[src/rtl/seg_scan_driver_if.sv]
// -----------------------------------------------------------------------------
// seg_scan_driver_if
// Bundles the load/status/display signals of the seven-segment scan driver.
//   bin_in   [13:0]  binary reading to convert (master -> slave)
//   load             single-cycle convert request (master -> slave)
//   blank_lz         1 = blank leading zeros (master -> slave)
//   busy             conversion in progress (slave -> master)
//   bcd_out  [3:0]   BCD code of the selected digit (slave -> master)
//   anode    [3:0]   active-low digit enables, bit 0 = ones (slave -> master)
// -----------------------------------------------------------------------------
interface seg_scan_driver_if;
   logic [13:0] bin_in;
   logic        load;
   logic        blank_lz;
   logic        busy;
   logic [3:0]  bcd_out;
   logic [3:0]  anode;

   modport master (
      output bin_in, load, blank_lz,
      input  busy, bcd_out, anode
   );

   modport slave (
      input  bin_in, load, blank_lz,
      output busy, bcd_out, anode
   );
endinterface

[src/rtl/seg_scan_driver.sv]
// -----------------------------------------------------------------------------
// seg_scan_driver
// Converts a 14-bit binary reading to four BCD digits with an iterative
// double-dabble engine, holds the result in display registers and
// time-multiplexes the digits onto a shared BCD bus with active-low anodes.
// Ports:
//   clk      system clock, rising edge
//   rst      asynchronous active-high reset
//   bus      seg_scan_driver_if.slave (bin_in, load, blank_lz, busy,
//            bcd_out, anode)
// Parameter:
//   REFRESH_DIV  cycles each digit stays lit (>= 2)
// -----------------------------------------------------------------------------
module seg_scan_driver #(
   parameter int REFRESH_DIV = 50000
) (
   input logic             clk,
   input logic             rst,
   seg_scan_driver_if.slave bus
);

   localparam int CNT_W = (REFRESH_DIV > 2) ? $clog2(REFRESH_DIV) : 1;
   localparam logic [CNT_W-1:0] CNT_LAST = CNT_W'(REFRESH_DIV - 1);

   typedef enum logic [1:0] {
      ST_IDLE  = 2'd0,
      ST_SHIFT = 2'd1,
      ST_LATCH = 2'd2
   } state_t;

   state_t           r_state;
   state_t           w_state_nxt;
   logic [13:0]      r_shift;
   logic [13:0]      w_shift_nxt;
   logic [15:0]      r_acc;
   logic [15:0]      w_acc_nxt;
   logic [3:0]       r_iter;
   logic [3:0]       w_iter_nxt;
   logic             r_ovf;
   logic             w_ovf_nxt;
   logic [15:0]      r_disp;
   logic [15:0]      w_disp_nxt;
   logic [29:0]      w_cat;
   logic [CNT_W-1:0] r_refresh_cnt;
   logic [1:0]       r_idx;
   logic [3:0]       w_digit;
   logic             w_blank;
   logic [3:0]       w_anode;

   // Double-dabble correction: every BCD nibble >= 5 gets 3 added before the shift.
   function automatic logic [15:0] f_add3(input logic [15:0] i_acc);
      logic [15:0] v;
      v = i_acc;
      for (int k = 0; k < 4; k++) begin
         v[4*k +: 4] = (v[4*k +: 4] >= 4'd5) ? (v[4*k +: 4] + 4'd3) : v[4*k +: 4];
      end
      return v;
   endfunction

   // Converter state and datapath registers.
   always_ff @(posedge clk or posedge rst) begin
      if (rst) begin
         r_state <= ST_IDLE;
         r_shift <= 14'd0;
         r_acc   <= 16'd0;
         r_iter  <= 4'd0;
         r_ovf   <= 1'b0;
         r_disp  <= 16'd0;
      end else begin
         r_state <= w_state_nxt;
         r_shift <= w_shift_nxt;
         r_acc   <= w_acc_nxt;
         r_iter  <= w_iter_nxt;
         r_ovf   <= w_ovf_nxt;
         r_disp  <= w_disp_nxt;
      end
   end

   // Converter next-state and datapath logic.
   always_comb begin
      w_state_nxt = r_state;
      w_shift_nxt = r_shift;
      w_acc_nxt   = r_acc;
      w_iter_nxt  = r_iter;
      w_ovf_nxt   = r_ovf;
      w_disp_nxt  = r_disp;
      // {corrected accumulator, shift register} moved left by one bit;
      // the accumulator's top bit falls off (only matters on overflow).
      w_cat       = {f_add3(r_acc), r_shift} << 1;

      case (r_state)
         ST_IDLE: begin
            if (bus.load) begin
               w_shift_nxt = bus.bin_in;
               w_acc_nxt   = 16'd0;
               w_iter_nxt  = 4'd0;
               // Overflow is judged on the captured value, not on later bin_in.
               w_ovf_nxt   = (bus.bin_in > 14'd9999);
               w_state_nxt = ST_SHIFT;
            end else begin
               w_state_nxt = ST_IDLE;
            end
         end
         ST_SHIFT: begin
            w_acc_nxt   = w_cat[29:14];
            w_shift_nxt = w_cat[13:0];
            w_iter_nxt  = r_iter + 4'd1;
            if (r_iter == 4'd13) begin
               w_state_nxt = ST_LATCH;
            end else begin
               w_state_nxt = ST_SHIFT;
            end
         end
         ST_LATCH: begin
            w_disp_nxt  = r_ovf ? 16'hEEEE : r_acc;
            w_state_nxt = ST_IDLE;
         end
         default: begin
            w_state_nxt = ST_IDLE;
         end
      endcase
   end

   // Refresh counter and digit index; free-running, never stalled by the converter.
   always_ff @(posedge clk or posedge rst) begin
      if (rst) begin
         r_refresh_cnt <= {CNT_W{1'b0}};
         r_idx         <= 2'd0;
      end else if (r_refresh_cnt == CNT_LAST) begin
         r_refresh_cnt <= {CNT_W{1'b0}};
         r_idx         <= r_idx + 2'd1;
      end else begin
         r_refresh_cnt <= r_refresh_cnt + CNT_W'(1);
      end
   end

   // Digit select, leading-zero blanking and anode decode.
   always_comb begin
      w_digit = r_disp[{r_idx, 2'b00} +: 4];
      // A digit is blanked when it and every higher digit are zero; an
      // overflow pattern (all E) can never satisfy that, so it is never blanked.
      case (r_idx)
         2'd0:    w_blank = 1'b0;
         2'd1:    w_blank = (r_disp[15:4] == 12'd0);
         2'd2:    w_blank = (r_disp[15:8] == 8'd0);
         2'd3:    w_blank = (r_disp[15:12] == 4'd0);
         default: w_blank = 1'b0;
      endcase
      case (r_idx)
         2'd0:    w_anode = 4'b1110;
         2'd1:    w_anode = 4'b1101;
         2'd2:    w_anode = 4'b1011;
         2'd3:    w_anode = 4'b0111;
         default: w_anode = 4'b1111;
      endcase
      if (bus.blank_lz && w_blank) begin
         w_anode = 4'b1111;
      end else begin
         w_anode = w_anode;
      end
   end

   assign bus.busy    = (r_state != ST_IDLE);
   assign bus.bcd_out = w_digit;
   assign bus.anode   = w_anode;

endmodule

[src/flat_wrapper.sv]
// flat-port wrapper written by rule: the top's interface ports become plain ports
module seg_scan_driver_flat 
#(
   parameter int REFRESH_DIV = 50000
)
  (clk, rst, bus_bin_in, bus_load, bus_blank_lz, bus_busy, bus_bcd_out, bus_anode);
  seg_scan_driver_if bus_i ();
  input logic clk;
  input logic rst;
  input wire logic [$bits(bus_i.bin_in)-1:0] bus_bin_in;
  input wire logic [$bits(bus_i.load)-1:0] bus_load;
  input wire logic [$bits(bus_i.blank_lz)-1:0] bus_blank_lz;
  output wire logic [$bits(bus_i.busy)-1:0] bus_busy;
  output wire logic [$bits(bus_i.bcd_out)-1:0] bus_bcd_out;
  output wire logic [$bits(bus_i.anode)-1:0] bus_anode;
  assign bus_i.bin_in = bus_bin_in;
  assign bus_i.load = bus_load;
  assign bus_i.blank_lz = bus_blank_lz;
  assign bus_busy = bus_i.busy;
  assign bus_bcd_out = bus_i.bcd_out;
  assign bus_anode = bus_i.anode;
  seg_scan_driver #(.REFRESH_DIV(REFRESH_DIV)) u_core (.clk(clk), .rst(rst), .bus(bus_i));
endmodule
[config.mk]
export PLATFORM = sky130hd
export DESIGN_NAME = seg_scan_driver_flat
export DESIGN_NICKNAME = d
export VERILOG_FILES = /design/src/rtl/seg_scan_driver_if.sv /design/src/rtl/seg_scan_driver.sv /design/src/flat_wrapper.sv
export SDC_FILE = /design/constraint.sdc
export NUM_CORES = 1
export LEC_CHECK = 0
export BUFFER_PORTS_ARGS = -buffer_cell sky130_fd_sc_hd__buf_4
export CELL_PAD_IN_SITES_DETAIL_PLACEMENT = 1
export CELL_PAD_IN_SITES_GLOBAL_PLACEMENT = 1
export CORE_MARGIN = 3
export CORE_UTILIZATION = 47
export DETAILED_ROUTE_END_ITERATION = 12
export PLACE_DENSITY = 0.86
export SLEW_MARGIN = 10
export SYNTH_ARGS = -nofsm -noshare
export SYNTH_HDL_FRONTEND = slang
export SYNTH_SLANG_ARGS = --single-unit
[constraint.sdc]
create_clock -name clk -period 2.6 [get_ports clk]
set_input_delay 0.26 -clock clk [delete_from_list [all_inputs] [get_ports clk]]
set_output_delay 0.26 -clock clk [all_outputs]
set_load 0.005 [all_outputs]
== Yosys cells after proc, flatten, opt, wreduce, memory -nomap -nowiden ==
Index checks and enable logic that the tools add are counted.
W data, S select, Z words.
Word-level totals
  output and inout port bits: 9
  register bits after elaboration: 71
  bits of input ports: 18
  word-level logic and storage cells: 57
Cells by class
  eq/ne operators: 8
  shift-type cells: 1
  $lt $le $gt $ge: 5
  add/sub/neg operators: 7
  mux-type cells: 18
  reductions and logical operators: 10
Operators with widths (number)
  $mux W16: 3
  $pmux W16 S2: 1
  $pmux W14 S2: 1
  $mux W4: 5
  $add A16 B1 Y16 const B: 1
  $eq A16 B16 Y1 const B: 1
  $ge A4 B3 Y1 const B: 4
  $pmux W4 S4: 1
  $shiftx A16 B5 Y4: 1
  $gt A14 B14 Y1 const B: 1
  $mux W14: 1
  $add A4 B2 Y4 const B: 3
  $logic_not A12 Y1: 1
  $logic_not A8 Y1: 1
  $pmux W4 S2: 1
  $eq A2 B2 Y1 const B: 3
  $add A4 B1 Y4 const B: 1
  $eq A2 B1 Y1 const B: 2
  $eq A4 B4 Y1 const B: 1
  $logic_not A2 Y1: 2
  $logic_not A4 Y1: 1
  $pmux W1 S4: 1
  $pmux W2 S2: 1
  $reduce_and A2 Y1: 2
  8 further kinds: 9

== Depth between registers and ports, before layout ==
Gate-level depths: netlist of run 1.
  word-level depth: 4
  gate-level depth with buffers: 6
  depth with buffers taken out: 6

== Worst setup path after synthesis of run 1 ==
Ideal clock, no wire load.
  path type: register to output
  start point: reg u_core.r_idx[0]
  end point: out bus_anode[1]
  data required time: 2340 ps
  slack: 948 ps
  buffers on the path: 1
  cell stages (with the launch flop): 7
  arrival time: 1392 ps
  path through: dfrtp_1 -> clkbuf_1 -> inv_1 -> ha_1 -> a21o_1 -> a21oi_1 -> o21ai_0
On the way
  cells in the longest elaborated chain, start to end: 4
  elaborated cells between the ends (all ways): 8
  classes of those cells: 3 x eq/ne; 3 x mux; 2 x reduce/logical
Ends and longest elaborated chain
  start, declared: line seg_scan_driver.sv:45  | logic [1:0] r_idx;
  start signal, assigned: line seg_scan_driver.sv:131  | r_idx <= r_idx + 2'd1;
  $eq A2 B2 Y1, or another cell as far along: line seg_scan_driver.sv:142, seg_scan_driver.sv:149
  $pmux W1 S4: line seg_scan_driver.sv:142  | case (r_idx)
  $logic_and A1 B1 Y1: line seg_scan_driver.sv:156  | if (bus.blank_lz && w_blank) begin
  $mux W4 (*): line seg_scan_driver.sv:156
  end, declared: line flat_wrapper.sv:15  | output wire logic [$bits(bus_i.anode)-1:0] bus_anode;
Every way passes the cells marked *; elsewhere a longest branch is shown, timed or not.

== Worst setup path in the final report of run 1 ==
Ends and elaborated chain as after synthesis.

==> metrics.md, run 1 <==
| Metric | Value |
|---|---|
| Crit path max fanout | 8 |
| RD Place Congestion | 0.782 |
| Share of layout cells above drive strength 1 | 0.166 |
| Top cells by area, synth | dfrtp_1, ha_1, nor2_1 |
| First-pass GRT wire length | 13.5 mm |
| P_sw | 1.58 mW |
| Storage cell area | 1780 um^2 |
| Post-synth EDFFs | 0 |
| Ant. Diodes | 0 |
| Top-area cell type share of the netlist area | 0.501 |
| Cts hold-fix bufs | 0 |
| Sequential Power Share | 0.419 |
| FILL cells | 856 |
| Largest net degree at the start of global routing | 37 |
| Mean Syn Cell Area | 9.91 um^2 |
| Root Buffer | clkbuf_8 |
| Initial antenna violation count | 0 |
| Most common cell in the synthesized netlist | dfrtp_1 |
| Run status | finished clean |
| Worst path cell trace | inv_1 -> ha_1 -> a21o_1 -> a21oi_1 -> o21ai_0 -> buf_4 |
| Port buffer count | 26 |
| Crit path DAT | 1.94 ns |
| Critical Path Start Type | flip-flop |
| Worst setup EP type | output port |
| Worst path top cell family by delay | flip-flops |
| HP Class | input port to async pin |
| Routed length per instance | 16.8 um |
| Die Y | 92.9 um |
| Grt ovf | 0 |
| Gate power share | 0.333 |
| Clock power frac | 0.248 |
| Register area share after synthesis | 0.501 |
| Power, Total | 4.34 mW |
| Hold Vio Cnt, Final | 0 |
| Yosys warnings | 0 |
| WP buf/inv | 2 |
| Ys async rst share | 1.00 |
| Multi-input logic area | 1620 um^2 |
| FF+latch count, synth | 71 |
| Sw Ratio | 0.364 |
| Skew final | 0.00770 ns |
| Yosys top cell by area | dfrtp_1 |
| Clk slew on worst S/H paths | 0.08 ns |
| Max Cap Violations | 0 |
| Top Ports | 27 |
| Synth Cell Area | 3550 um^2 |
| Rows | 31 |
| Commonest cells post-synth | dfrtp_1, nor2_1, o21ai_0 |
| Setup violations, final | 0 |
| Final wirelength | 8.13 mm |
| Nets | 417 |
| Max frequency | 0.455 GHz |
| Post-Route Setup TNS | 0 ns |
| Lkg Pwr | 1.82 nW |
| CTS H-tree lvls | 3 |
| Delay of the slowest cell on the worst path | 0.57 ns |
| GR Util All Layers | 0.201 |
| Power Density | 1070 nW/um^2 |
| Starting DRT DRC Count | 63 |
| DR vias/cell | 5.56 |
| Top FF cell, synth | dfrtp_1 |
| DRC Markers | 0 |
| Die Area | 8630 um^2 |
| Clk buf depth | 2 |
| CP Class | flip-flop to output port |
| Pins Over Slew Limit | 0 |
| Period utilization | 0.845 |
| Clk Latency, worst-skew pair | 0.34 ns |
| Pre-antenna DRT Iters | 4 |
| Vias | 2696 |
| Starting Density | 0.486 |
| Syn-to-layout area delta | 14.7% |
| Final min period | 2.20 ns |
| CTS sink cnt | 71 |
| Die width | 92.9 um |
| Cells after synthesis | 358 |
| CTS-repair resized insts | 0 |
| RSZ-0062 raised after global routing | no |
| Int Pwr | 2.76 mW |
| Synth cell types | 34 |
| CTS tree | built |
| Slew @ Worst Pin | 1.11 ns |
| Core area | 7290 um^2 |
| Worst EP required | 2.34 ns |
| Slew headroom | 0.263 |
| Syn nets | 394 |
| Vias in the first global route | 2732 |
| Peak supply drop | 0.000579 V |
| Post-DRT Antenna Nets | 0 |
| Number of buffers created by CTS | 9 |
| Crit path max-delay cell type | dfrtp_1 |
| Hpwl dp | 5.59 mm |
| Post-CTS Setup Bufs | 0 |
-- final timing paths --
kind / cells past startpoint / slack [ns] / startpoint / to
worst max-delay path: 6 / 0.40 / u_core.r_idx[0]$_DFFE_PP0N_ / bus_anode[1]
worst min-delay path: 2 / 0.06 / rst / u_core.r_refresh_cnt[7]$_DFF_PP0_
worst max register to register: 4 / 0.79 / u_core.r_state[1]$_DFF_PP0_ / u_core.r_acc[15]$_DFFE_PP0P_
worst min register to register: 2 / 0.49 / u_core.r_shift[13]$_DFFE_PP0P_ / u_core.r_acc[0]$_DFFE_PP0P_
max in group asynchronous: 3 / 1.88 / rst / u_core.r_acc[15]$_DFFE_PP0P_
min in group clk: 3 / 0.20 / bus_bin_in[0] / u_core.r_shift[0]$_DFFE_PP0P_
-- sequential cells by signal, indices dropped and copies added, names as in the netlist --
name                  cells
u_core.r_iter             4
u_core.r_shift           14
u_core.r_state            2
u_core.r_ovf              1
u_core.r_refresh_cnt     16
u_core.r_disp            16
u_core.r_idx              2
u_core.r_acc             16
-- kinds of logic (layout without fill, tap and decap cells) --
kind of cell               after synthesis  after routing  synth area share
muxes                                    9              9            0.0413
buffers and inverters                   35             63            0.0416
xor gates and xnor gates                20             20            0.0494
adders and majority gates               18             18            0.0635
and+or+nand+nor                        137            137             0.189
AOI/OAI and AO/OA                       68             68             0.114
DFF                                     71             71             0.501
-- power groups by stage --
stage | sequential (mW) | clock (mW) | combinational [mW]
after global placement | 1.79 | 0 | 1.34
after floorplan | 1.68 | 0 | 1.15
after CTS | 1.81 | 1.11 | 1.47
after global routing | 1.87 | 1.15 | 1.65
final | 1.82 | 1.08 | 1.44
after detailed placement | 1.83 | 0 | 1.45
-- layer usage --
metal	track usage	vias up	wire length, um
li1	-	1280	-
met2	0.332	41	4170
met5	0	-	0
met3	0.0496	7	240
met4	0.0708	0	100
met1	0.258	1368	3620
-- final cells by class --
| type | instances | share of cell area |
|---|---|---|
| clock buffers | 10 | 0.0338 |
| repair buffers | 30 | 0.0584 |
| inverters | 17 | 0.0157 |
| flip-flops and latches | 71 | 0.437 |
| clock inverters | 6 | 0.0264 |
| well taps | 99 | 0.0304 |
| multi-input cells | 252 | 0.399 |
-- worst register-to-register path: stages, from the launching register on --
cell,delay (ns)
dfrtp_1,0.40
nand2b_1,0.55
buf_4,0.41
o31ai_1,0.12
a32o_1,0.21
-- through the flow --
stage,hold slack [ns],instance area (um^2),util,cells,setup WS (ns)
CTS,0.0698,4070,0.558,485,0.365
global placement,0.452,3820,0.525,469,0.884
finish,0.0625,4070,0.558,485,0.402
global route,0.107,4070,0.558,485,0.225
floorplan,0.404,3550,-,358,0.543
detailed placement,0.455,3820,0.525,469,0.781
-- layout by cell type (no fill, tap or decap), types with 2 or more instances in the layout --
cell and n:
nor4_1 5, nand4_1 6, bufinv_16 3, o22ai_1 13
ha_1 18, xor2_1 7, o21ai_0 33, dfrtp_1 71
nor2_1 51, nor3_1 3, nor3b_1 2, buf_4 29
inv_1 16, nand2_1 26, clkinv_2 2, nor4_2 2
a21oi_1 7, nand3_1 24, nand2b_1 6, nand3b_1 2
nor3_2 2, nor2b_1 2, clkbuf_8 10, o31ai_1 10
mux4_2 4, xnor2_1 13, a32o_1 4, mux2_2 5
Note: power is estimated with default switching activity, not from simulation.
==> inputs of run 2 (changes only) <==
==> constraint.sdc (replaced) <==
create_clock -name clk -period 2.3 [get_ports clk]
set_input_delay 0.23 -clock clk [delete_from_list [all_inputs] [get_ports clk]]
set_output_delay 0.23 -clock clk [all_outputs]
set_load 0.005 [all_outputs]
==> metrics.md, run 2 (synthesized netlist as in run 1, its figures left out) <==
| Metric | Value |
|---|---|
| Routed length per instance | 17.2 um (+2.6%) |
| Worst setup EP type | output port |
| Hpwl dp | 5.71 mm (+2.1%) |
| Multi-input logic area | 1620 um^2 (unchanged) |
| Power Density | 1200 nW/um^2 (+13%) |
| Hold Vio Cnt, Final | 0 (unchanged) |
| Largest net degree at the start of global routing | 35 (-5.4%) |
| Slew @ Worst Pin | 0.595 ns (-0.511 ns) |
| Root Buffer | clkbuf_8 |
| Starting Density | 0.486 (unchanged) |
| Commonest non-fill, non-tap cell in the layout | dfrtp_1 |
| Worst EP required | 2.07 ns (-0.27 ns) |
| Core area | 7290 um^2 (unchanged) |
| Dpl ws | 0.462 ns (-0.320 ns) |
| Clk slew on worst S/H paths | 0.08 ns (about the same) |
| Vias in the first global route | 2941 (+7.7%) |
| Starting DRT DRC Count | 132 (+110%) |
| Max frequency | 0.476 GHz |
| CTS H-tree lvls | 3 (unchanged) |
| Die Y | 92.9 um (unchanged) |
| Clk Latency, worst-skew pair | 0.35 ns (about the same) |
| Delay of the slowest cell on the worst path | 0.56 ns (about the same) |
| Rows | 31 (unchanged) |
| CTS sink cnt | 71 (unchanged) |
| Peak supply drop | 0.000556 V (-4.1%) |
| Crit path DAT | 1.87 ns (-0.07 ns) |
| HP Class | input port to flip-flop |
| Share of layout cells above drive strength 1 | 0.171 (+0.00555) |
| Final Worst Setup Slack | 0.198 ns (-0.205 ns) |
| Run status | finished clean |
| Final wirelength | 8.43 mm (+3.7%) |
| Setup violations, final | 0 (unchanged) |
| Die Area | 8630 um^2 (unchanged) |
| Critical Path Start Type | flip-flop |
| WP buf/inv | 2 (unchanged) |
| CP Class | flip-flop to output port |
| Clk buf depth | 2 (unchanged) |
| FILL cells | 844 (-1.4%) |
| Vias | 2701 (+0.19%) |
| Crit path max-delay cell type | dfrtp_1 |
| Post-Route Setup TNS | 0 ns (unchanged) |
| Ant. Diodes | 0 (unchanged) |
| Worst path top cell family by delay | flip-flops |
| Lkg Pwr | 1.83 nW (+0.69%) |
| DR vias/cell | 5.51 (-0.84%) |
| Pre-antenna DRT Iters | 4 (unchanged) |
| Pins Over Slew Limit | 0 (unchanged) |
| RSZ-0062 raised after global routing | no |
| Syn-to-layout area delta | 15.7% |
| GR Util All Layers | 0.218 (+0.0165) |
| CTS tree | built |
| RD Place Congestion | 0.789 (+0.79%) |
| Storage cell area | 1780 um^2 (about the same) |
| Worst path cell trace | inv_1 -> ha_1 -> a21o_1 -> a21oi_1 -> o21ai_0 -> buf_4 |
| Most frequent cells in the layout | dfrtp_1, nor2_1, o21ai_0, buf_4, nand2_1 |
| Post-DRT Antenna Nets | 0 (unchanged) |
| Period utilization | 0.914 |
| Nets | 422 (+1.2%) |
| Skew final | 0.00773 ns (+0.0000272 ns) |
| Final min period | 2.10 ns |
| Max Cap Violations | 0 (unchanged) |
| Number of buffers created by CTS | 9 (unchanged) |
| Slew headroom | 0.603 (+0.340) |
| Port buffer count | 26 (unchanged) |
| Biggest regs | u_core.r_acc (16), u_core.r_disp (16), u_core.r_refresh_cnt (16) |
| Die width | 92.9 um (unchanged) |
| First-pass GRT wire length | 14.7 mm (+9.0%) |
| Crit path max fanout | 9 (+1) |
| DRC Markers | 0 (unchanged) |
| Top Ports | 27 (unchanged) |
| Grt ovf | 0 (unchanged) |
| Initial antenna violation count | 0 (unchanged) |
run 2: cell types whose count changed in the layout (fill, tap and decap cells not counted):
cell,change
clkinv_4,+1
dfrtp_2,+1
dfrtp_1,-1
clkbuf_8,-1
clkbuf_1,+2
dlygate4sd3_1,+1
buf_4,+4
clkinv_2,-2
run 2: layer usage:
metal / track usage / part of all wire
met4: 0.0574 / 0.014
met1: 0.268 / 0.43
met3: 0.0544 / 0.029
met2: 0.380 / 0.52
met5: 0 / 0
run 2: worst min-delay path: stages:
cell and delay, ns:
buf_4 0.12, o31ai_1 0.05, o21ai_0 0.07
run 2: power breakdown:
group | switching, mW | internal (mW)
Clock | 0.479 | 0.723
Combinational | 0.926 | 0.739
Sequential | 0.399 | 1.66
Total | 1.80 | 3.12
run 2: repair_timing:
item                       in CTS  in global routing
hold endpoints to repair       25                  0
buffers inserted                0                  0
resized for setup               0                  1
setup endpoints to repair       0                  2
hold buffers                    1                  0
run 2: worst paths after layout:
| check | start | end | slack [ns] | depth (start not counted) |
|---|---|---|---|---|
| worst max-delay path | u_core.r_idx[1]$_DFFE_PP0N_ | bus_anode[2] | 0.20 | 6 |
| worst min-delay path | bus_bin_in[13] | u_core.r_ovf$_DFFE_PP0P_ | 0.15 | 3 |
| worst max register to register | u_core.r_acc[8]$_DFFE_PP0P_ | u_core.r_acc[10]$_DFFE_PP0P_ | 0.56 | 6 |
| worst min register to register | u_core.r_shift[13]$_DFFE_PP0P_ | u_core.r_acc[0]$_DFFE_PP0P_ | 0.48 | 2 |
| max in group asynchronous | rst | u_core.r_acc[14]$_DFFE_PP0P_ | 1.17 | 4 |
| min in group asynchronous | rst | u_core.r_shift[9]$_DFFE_PP0P_ | 0.51 | 3 |
run 2: metrics by stage:
step	std cells	hold WS, ns	power (mW)	cell area [um^2]	utilization
after floorplan	358	0.374	3.20	3550	-
after global placement	473	0.342	3.56	3850	0.529
after detailed placement	473	0.346	3.71	3850	0.529
after CTS	490	0.149	4.97	4100	0.563
after global routing	490	0.167	5.34	4100	0.563
final	490	0.154	4.92	4100	0.563
run 2: cell type report:
type	count	area share
Multi-Input combinational cell	252	0.395
Clock inverter	5	0.0259
Sequential cell	71	0.433
Inverter	17	0.0155
Clock buffer	11	0.0320
Timing Repair Buffer	35	0.0677
Tap cell	99	0.0302
